$ cat src/rtl/decoder_pkg.sv
// Shared constants, FSM state encoding and the one-cold helper for the active-low decoder.
package decoder_pkg;

    localparam logic MODE_DIRECT = 1'b0;
    localparam logic MODE_SCAN   = 1'b1;

    // The helper returns a fixed-width vector; callers keep the low 2^N bits (N <= 6).
    localparam int ONECOLD_MAX = 64;

    typedef enum logic [1:0] {
        ST_BLANK  = 2'd0,
        ST_DIRECT = 2'd1,
        ST_SCAN   = 2'd2,
        ST_GAP    = 2'd3
    } state_t;

    function automatic logic [ONECOLD_MAX-1:0] onecold_low(input int idx, input int n);
        logic [ONECOLD_MAX-1:0] r;
        r = '1;
        for (int i = 0; i < ONECOLD_MAX; i++) begin
            if (i < (1 << n) && i == idx) r[i] = 1'b0;
        end
        return r;
    endfunction

endpackage

$ cat src/rtl/decn_dwell_cnt.sv
// Dwell counter: counts enabled clocks, clears synchronously, flags the last clock of a dwell.
module decn_dwell_cnt #(
    parameter int DWELL = 4,
    parameter int CW    = $clog2(DWELL + 1)
) (
    input  logic clk,
    input  logic rst,
    input  logic clr,
    input  logic inc,
    output logic tc
);

    logic [CW-1:0] count_reg;

    always_ff @(posedge clk) begin
        if (rst || clr) begin
            count_reg <= '0;
        end else if (inc) begin
            count_reg <= count_reg + 1'b1;
        end
    end

    assign tc = (count_reg == CW'(DWELL - 1));

endmodule

$ cat src/rtl/decoder_n_low_scan.sv
// N-to-2^N active-low decoder with DIRECT (handshake) and SCAN (free-running) modes.
// Define DECN_DEADTIME_EN to insert one blank GAP clock between scanned indices.
module decoder_n_low_scan
    import decoder_pkg::*;
#(
    parameter int N     = 2,
    parameter int LAST  = 2**N - 1,
    parameter int DWELL = 4
) (
    input  logic                clk,
    input  logic                rst,
    input  logic                en,
    input  logic                mode,
    input  logic                in_valid,
    output logic                in_ready,
    input  logic [N-1:0]        w,
    output logic [(1<<N)-1:0]   y,
    output logic [N-1:0]        sel,
    output logic                err,
    output logic                wrap
);

    localparam int         W        = 1 << N;
    localparam logic [N-1:0] LAST_IDX = N'(LAST);

    state_t         state_reg, state_next;
    logic [W-1:0]   y_reg, y_next;
    logic [N-1:0]   sel_reg, sel_next;
    logic           err_reg, err_next;
    logic           wrap_reg, wrap_next;
    logic           cnt_clr, cnt_inc, cnt_tc;
    logic           xfer;
    logic [N-1:0]   step_sel;
    logic           step_wrap;

    function automatic logic [W-1:0] decode(input logic [N-1:0] idx);
        logic [ONECOLD_MAX-1:0] t;
        t = onecold_low(int'(idx), N);
        return t[W-1:0];
    endfunction

    decn_dwell_cnt #(.DWELL(DWELL)) u_dwell (
        .clk (clk),
        .rst (rst),
        .clr (cnt_clr),
        .inc (cnt_inc),
        .tc  (cnt_tc)
    );

    assign in_ready  = en & ~mode & ~rst;
    assign xfer      = in_valid & in_ready;
    assign step_wrap = (sel_reg == LAST_IDX);
    assign step_sel  = step_wrap ? '0 : sel_reg + 1'b1;

    always_comb begin
        state_next = state_reg;
        y_next     = y_reg;
        sel_next   = sel_reg;
        err_next   = 1'b0;
        wrap_next  = 1'b0;
        cnt_clr    = 1'b0;
        cnt_inc    = 1'b0;

        if (!en) begin
            state_next = ST_BLANK;
            y_next     = '1;
        end else if (mode == MODE_DIRECT) begin
            state_next = ST_DIRECT;
            // Arriving from BLANK/SCAN/GAP blanks the output unless a transfer lands now.
            if (state_reg != ST_DIRECT) y_next = '1;
            if (xfer) begin
                sel_next = w;
                if (w > LAST_IDX) begin
                    y_next   = '1;
                    err_next = 1'b1;
                end else begin
                    y_next = decode(w);
                end
            end
        end else begin
            case (state_reg)
                ST_SCAN: begin
                    if (cnt_tc) begin
                        cnt_clr = 1'b1;
`ifdef DECN_DEADTIME_EN
                        state_next = ST_GAP;
                        y_next     = '1;
`else
                        sel_next  = step_sel;
                        y_next    = decode(step_sel);
                        wrap_next = step_wrap;
`endif
                    end else begin
                        cnt_inc = 1'b1;
                    end
                end
`ifdef DECN_DEADTIME_EN
                ST_GAP: begin
                    state_next = ST_SCAN;
                    sel_next   = step_sel;
                    y_next     = decode(step_sel);
                    wrap_next  = step_wrap;
                end
`endif
                default: begin
                    state_next = ST_SCAN;
                    sel_next   = '0;
                    y_next     = decode('0);
                    cnt_clr    = 1'b1;
                end
            endcase
        end
    end

    always_ff @(posedge clk) begin
        if (rst) begin
            state_reg <= ST_BLANK;
            y_reg     <= '1;
            sel_reg   <= '0;
            err_reg   <= 1'b0;
            wrap_reg  <= 1'b0;
        end else begin
            state_reg <= state_next;
            y_reg     <= y_next;
            sel_reg   <= sel_next;
            err_reg   <= err_next;
            wrap_reg  <= wrap_next;
        end
    end

    assign y    = y_reg;
    assign sel  = sel_reg;
    assign err  = err_reg;
    assign wrap = wrap_reg;

endmodule
$ cat config.mk
export PLATFORM = sky130hd
export DESIGN_NAME = decoder_n_low_scan
export DESIGN_NICKNAME = d
export VERILOG_FILES = /design/src/rtl/decoder_pkg.sv /design/src/rtl/decn_dwell_cnt.sv /design/src/rtl/decoder_n_low_scan.sv
export SDC_FILE = /design/constraint.sdc
export NUM_CORES = 1
export LEC_CHECK = 0
export ABC_CLOCK_PERIOD_IN_PS = 2100
export BUFFER_PORTS_ARGS = -buffer_cell sky130_fd_sc_hd__buf_2
export CORE_MARGIN = 8
export CORE_UTILIZATION = 52
export DETAILED_ROUTE_END_ITERATION = 16
export GPL_ROUTABILITY_DRIVEN = 0
export PLACE_DENSITY = 0.79
export REMOVE_ABC_BUFFERS = 1
export SLEW_MARGIN = 5
export SYNTH_ARGS = -nofsm -noshare
export SYNTH_HDL_FRONTEND = slang
export SYNTH_SLANG_ARGS = --single-unit
export TNS_END_PERCENT = 1
$ cat constraint.sdc
create_clock -name clk -period 2.1 [get_ports clk]
set_clock_uncertainty 0.15 [all_clocks]
set_input_delay 0.105 -clock clk [delete_from_list [all_inputs] [get_ports clk]]
set_output_delay 0.105 -clock clk [all_outputs]
set_load 0.05 [all_outputs]
==> metrics.txt, run 1 <==
commonest cells after routing, fill and taps aside=buf_2, dfxtp_1, inv_1; Synth Warn #=0; Area after DPL=~830 um^2; unrepaired setup endpoints after global routing=no; First-pass DRT Iterations=4; combinational power share=roughly 18%; Antenna diodes=0; Arrival @ worst endpoint=around 1900 ps; # setup viols final=0; met3 global-route usage=1.63%; Fin. Hold Viols=0; TNS Setup=0 ps; Post-Place Setup Slack=around 270 ps; Reg clk slew, reported paths=around 70 ps; cell area after layout=about 870 um^2; worst skew pair latency=around 270 ps; area grow syn2layout=12.2%; antenna viol nets, final=0; die area=approximately 3000 um^2; most common flop cell mapped by yosys=dfxtp_1; Crit path top cell by count=ha_1; XOR/XNOR share of the synthesized area=0%; Switching Share=29.0%; CTS tree=done; register bit total from synthesis=12; GRT met1 Usage=between 10% and 20%; main combinational cell family by area after synthesis=simple AND/OR/NAND/NOR gates; Reg power frac=46.7%; Period minus WS final=approximately 1900 ps; CP Capture Type=register; clock share of power=a little over a third; WP buf/inv=0; Synth Area in Adders=9.63%; final number of max-transition violations=0; Worst Path Max Fanout=5; worst path required time=~2200 ps; Site Rows=14; Post-Route WL=1.70 mm; sw power=between 0.15 and 0.2 mW; count of clock tree sinks=12; Fmax=around 0.54 GHz; critical path's top delay family=simple AND/OR/NAND/NOR gates; Leak=~0.38 nW; Total GRT Usage=about an eighth; dpl cells=111; Synth Area in Compound Gates=between 10% and 20%; Cell Int Power=around 0.37 mW; EDFF count, synth=0; Seq/Total Area, Yosys=30.8%; CTS max path bufs=2; largest net degree at the start of global routing=17; max_cap viols=0; max reg flops=4; DP Wirelength=~1.3 mm; Mapped Area=779 um^2; post-synthesis mux area share=0%; critical path cell sequence=ha_1 -> ha_1 -> or3b_1 -> or3_1 -> a21oi_1; busiest grt layer=met2; number of port buffers=14; remaining global-route overflow=0; Total Power=0.524 mW; DRC Markers=0; Max stage delay cell, worst path=or3b_1; final cycle utilization of the critical path=between 80% and 90%; Initial Utilization=~54%; CTS Root Cell=clkbuf_4; cell area power density=between 500 and 600 nW/um^2; hold_ws=15.6 ps; proportion of layout cells with a drive suffix above 1=roughly 23%; utilization after layout=approximately three fifths; Num CTS Buffers=3; simple-gate share of the synthesized area=between 20% and 30%; DRT iter0 DRCs=19; postcts setup bufs=0; core area=between 1000 and 1500 um^2; setup ws final=between 200 and 250 ps; chip height=between 50 and 60 um; post-synthesis cell count=86; first-pass GRT wire length=2.73 mm; syn_area_per_cell=slightly above 9 um^2; H-Tree Level Count=1; Worst Hold Class=in -> reg; Die W=roughly 55 um; asr flop ratio synth=0%; vias in the first global route=a little over 600; Final Non-Filler Cells=between 100 and 150; wire per inst=about 15 um; Nets=around 110; Via Count=approximately 680; vias per cell=around 5.8; Cell variety after synth=37; grt met2 use=a little under a fifth; crit start category=register; initial antenna violation count=0; commonest non-fill, non-tap cell in the layout=buf_2; Max VDD drop=a little under 0.3 mV; crit-path max cell delay=390 ps; # IOs=16; outcome=finished clean; Crit Path Class=reg -> reg
-- power by group through the flow --
stage               combinational, mW  clock [mW]  sequential, mW
detailed placement             0.0938           0           0.250
global placement               0.0919           0           0.250
global route                    0.104       0.200           0.246
CTS                            0.0958       0.187           0.245
finish                         0.0959       0.184           0.245
floorplan                      0.0472           0           0.266
-- cell type report --
type | instances | area (um^2)
clock buffers | 4 | 36.3
inverters | 9 | 33.8
repair buffers | 15 | 80.1
flip-flops and latches | 12 | 240
well taps | 16 | 20.0
multi-input cells | 60 | 464
fillers | 139 | 579
-- tightest hold or removal path, stage by stage --
cell	delay [ps]
buf_2	130
nand2_1	70
a311oi_1	90
-- layer usage --
layer  up-vias  part of all wire, %
met5         -                    0
met4         0                  3.5
met3         4                  3.6
met2        13                   44
met1       316                   49
li1        344                    -
-- cells by family after synthesis --
| kind of cell | count (synthesis) |
|---|---|
| AOI/OAI and AO/OA | 21 |
| and+or+nand+nor | 32 |
| other | 1 |
| adders and majority gates | 6 |
| DFF | 12 |
| buffers and inverters | 14 |
-- synthesized netlist by cell type (2+ instances only) --
library cell	number	area, um^2
dfxtp_1	12	240
inv_1	9	33.8
ha_1	6	75.1
a21oi_1	5	25.0
nand2_1	5	18.8
or3_1	4	25.0
a221oi_1	3	26.3
buf_4	3	22.5
nor2_1	3	11.3
o21ai_1	3	15.0
o32ai_1	3	26.3
nand4b_1	2	17.5
nor3_1	2	10.0
nor3b_1	2	15.0
nor4bb_1	2	20.0
-- path summary, 6_finish.rpt --
check             depth (start not counted)                              start                                end  slack, ps
setup / recovery                          5  u_dwell.count_reg[0]$_SDFFE_PP0P_  u_dwell.count_reg[0]$_SDFFE_PP0P_        240
setup reg to reg                          5  u_dwell.count_reg[0]$_SDFFE_PP0P_  u_dwell.count_reg[0]$_SDFFE_PP0P_        240
hold reg to reg                           2  u_dwell.count_reg[2]$_SDFFE_PP0P_  u_dwell.count_reg[2]$_SDFFE_PP0P_        310
hold / removal                            3                               w[1]                sel[1]$_SDFFE_PP0P_         20
-- what timing repair did --
action                                 in CTS  in global routing
endpoints found under the hold margin       7                  0
resized for setup                           0                  0
hold buffers                                1                  0
Note: power is estimated with default switching activity, not from simulation.
==> run 2: changes to the inputs <==
--- a/config.mk
+++ b/config.mk
@@ -5,14 +5,15 @@
 export SDC_FILE = /design/constraint.sdc
 export NUM_CORES = 1
 export LEC_CHECK = 0
-export ABC_CLOCK_PERIOD_IN_PS = 2100
+export ABC_CLOCK_PERIOD_IN_PS = 2200
 export BUFFER_PORTS_ARGS = -buffer_cell sky130_fd_sc_hd__buf_2
 export CORE_MARGIN = 8
-export CORE_UTILIZATION = 52
+export CORE_UTILIZATION = 56
 export DETAILED_ROUTE_END_ITERATION = 16
 export GPL_ROUTABILITY_DRIVEN = 0
-export PLACE_DENSITY = 0.79
+export PLACE_DENSITY = 0.84
 export REMOVE_ABC_BUFFERS = 1
+export SKIP_CTS_REPAIR_TIMING = 1
 export SLEW_MARGIN = 5
 export SYNTH_ARGS = -nofsm -noshare
 export SYNTH_HDL_FRONTEND = slang
==> constraint.sdc (replaced) <==
create_clock -name clk -period 2.2 [get_ports clk]
set_clock_uncertainty 0.15 [all_clocks]
set_input_delay 0.11 -clock clk [delete_from_list [all_inputs] [get_ports clk]]
set_output_delay 0.11 -clock clk [all_outputs]
set_load 0.05 [all_outputs]
==> run 2 against run 1 <==
Against the previous run:
- sequential power fell by 4%
- highest routed layer unchanged
- largest cell class unchanged
- clock-buffer cell count fell by 1
- critical path depth did not move
- first-iteration DRC count fell by 58%
- setup slack improved by 120 ps
- hold slack got worse by 0.78 ps
- global-route usage rose by 0.083 points
- die area fell by 5.1%
- power fell by 13%
==> metrics.txt, run 2 (synthesis gave the netlist of run 1 again) <==
# IOs=16 (unchanged); Total GRT Usage=12.5% (about the same); Worst Hold Launch=w[1] (unchanged); CTS tree=done (unchanged); CP Capture Type=register (unchanged); initial antenna violation count=0 (unchanged); grt met2 use=18.2% (was 18.7%); # setup viols final=0 (unchanged); vias per cell=5.88 (was 5.84); H-Tree Level Count=1 (unchanged); R2R Path Start=u_dwell.count_reg[0]$_SDFFE_PP0P_ (unchanged); core area=1300 um^2 (was 1450 um^2); chip height=53.3 um (was 54.7 um); vias in the first global route=624 (was 621); largest net degree at the start of global routing=17 (unchanged); Nets=114 (unchanged); final number of max-transition violations=0 (unchanged); final cycle utilization of the critical path=83.6% (was 88.7%); count of clock tree sinks=12 (unchanged); Antenna diodes=0 (unchanged); TNS Setup=0 ps (unchanged); outcome=finished clean (unchanged); CTS max path bufs=2 (unchanged); Via Count=670 (was 677); worst skew pair latency=270 ps (about the same); Worst Path Max Fanout=5 (unchanged); commonest non-fill, non-tap cell in the layout=buf_2 (unchanged); worst path required time=2250 ps (was 2160 ps); Initial Utilization=59.9% (was 53.6%); Fin. Hold Viols=0 (unchanged); met3 global-route usage=1.96% (was 1.63%); max_cap viols=0 (unchanged); DRC Markers=0 (unchanged); Reg clk slew, reported paths=60 ps (was 70 ps); CTS Root Cell=clkbuf_4 (unchanged); DP Wirelength=1.21 mm (was 1.26 mm); first-pass GRT wire length=2.70 mm (was 2.73 mm); remaining global-route overflow=0 (unchanged); GRT met1 Usage=16.3% (was 15.6%); Arrival @ worst endpoint=1890 ps (was 1920 ps); cell area power density=529 nW/um^2 (was 600 nW/um^2); Post-Route WL=1.61 mm (was 1.70 mm); proportion of layout cells with a drive suffix above 1=22.2% (was 23.0%); Num CTS Buffers=3 (unchanged); Site Rows=13 (was 14); crit start category=register (unchanged); area grow syn2layout=10.3% (was 12.2%); Fmax=0.543 GHz (was 0.537 GHz); Leak=0.368 nW (was 0.375 nW); Die W=53.3 um (was 54.7 um); Crit Path Class=reg -> reg (unchanged); fill count=112 (was 139); commonest cells after routing, fill and taps aside=buf_2, dfxtp_1, inv_1 (unchanged); Period minus WS final=1840 ps (was 1860 ps); max reg flops=4 (unchanged); die area=2840 um^2 (was 2990 um^2); Worst Hold Class=in -> reg (unchanged); number of port buffers=14 (unchanged); First-pass DRT Iterations=4 (unchanged); wire per inst=14.1 um (was 14.7 um); unrepaired setup endpoints after global routing=no (unchanged); busiest grt layer=met2 (unchanged); Max VDD drop=0.405 mV (was 0.293 mV); Total Power=0.454 mW (was 0.524 mW); antenna viol nets, final=0 (unchanged); Worst Setup SP=u_dwell.count_reg[0]$_SDFFE_PP0P_ (unchanged); DRT iter0 DRCs=8 (was 19)
==> run 2: final cells by class <==
cell class,count,area [um^2],share of cell area [%]
flip-flops and latches,12,240,27.9
multi-input cells,60,464,54.0
well taps,15,18.8,2.18
repair buffers,15,80.1,9.32
clock buffers,3,22.5,2.62
inverters,9,33.8,3.93
==> run 2: worst paths after layout <==
| check | endpoint | slack (ps) | depth (start not counted) |
|---|---|---|---|
| setup reg to reg | u_dwell.count_reg[1]$_SDFFE_PP0P_ | 360 | 5 |
| hold / removal | sel[1]$_SDFFE_PP0P_ | 10 | 3 |
| setup / recovery | u_dwell.count_reg[1]$_SDFFE_PP0P_ | 360 | 5 |
| hold reg to reg | u_dwell.count_reg[2]$_SDFFE_PP0P_ | 310 | 2 |
==> run 2: stage by stage <==
step | setup WS, ps | instance area (um^2) | utilization [%] | instances | hold WS (ps)
final | 360 | 860 | 66.1 | 114 | 14.8
after global routing | 269 | 860 | 66.1 | 114 | 29.7
after CTS | 364 | 850 | 65.3 | 113 | -41.7
after detailed placement | 385 | 827 | 63.6 | 110 | 250
after global placement | 427 | 827 | 63.6 | 110 | 244
after floorplan | 466 | 738 | - | 81 | 27.9
==> run 2: critical path, stage by stage, from the launching register on <==
cell and delay [ps]:
dfxtp_1 330, ha_1 200, ha_1 220, or3b_1 390, or3_1 350, a21oi_1 130
==> run 2: report_power, final <==
group / total (mW) / internal (mW) / switching, mW
combinational: 0.0903 / 0.0311 / 0.0592
clock: 0.130 / 0.0633 / 0.0664
sequential: 0.234 / 0.224 / 0.0102
==> run 2: metal layers <==
metal / wire (um) / vias to the layer above
met5: 0 / -
met4: 46 / 0
li1: - / 342
met1: 813 / 309
met2: 723 / 14
met3: 29 / 5
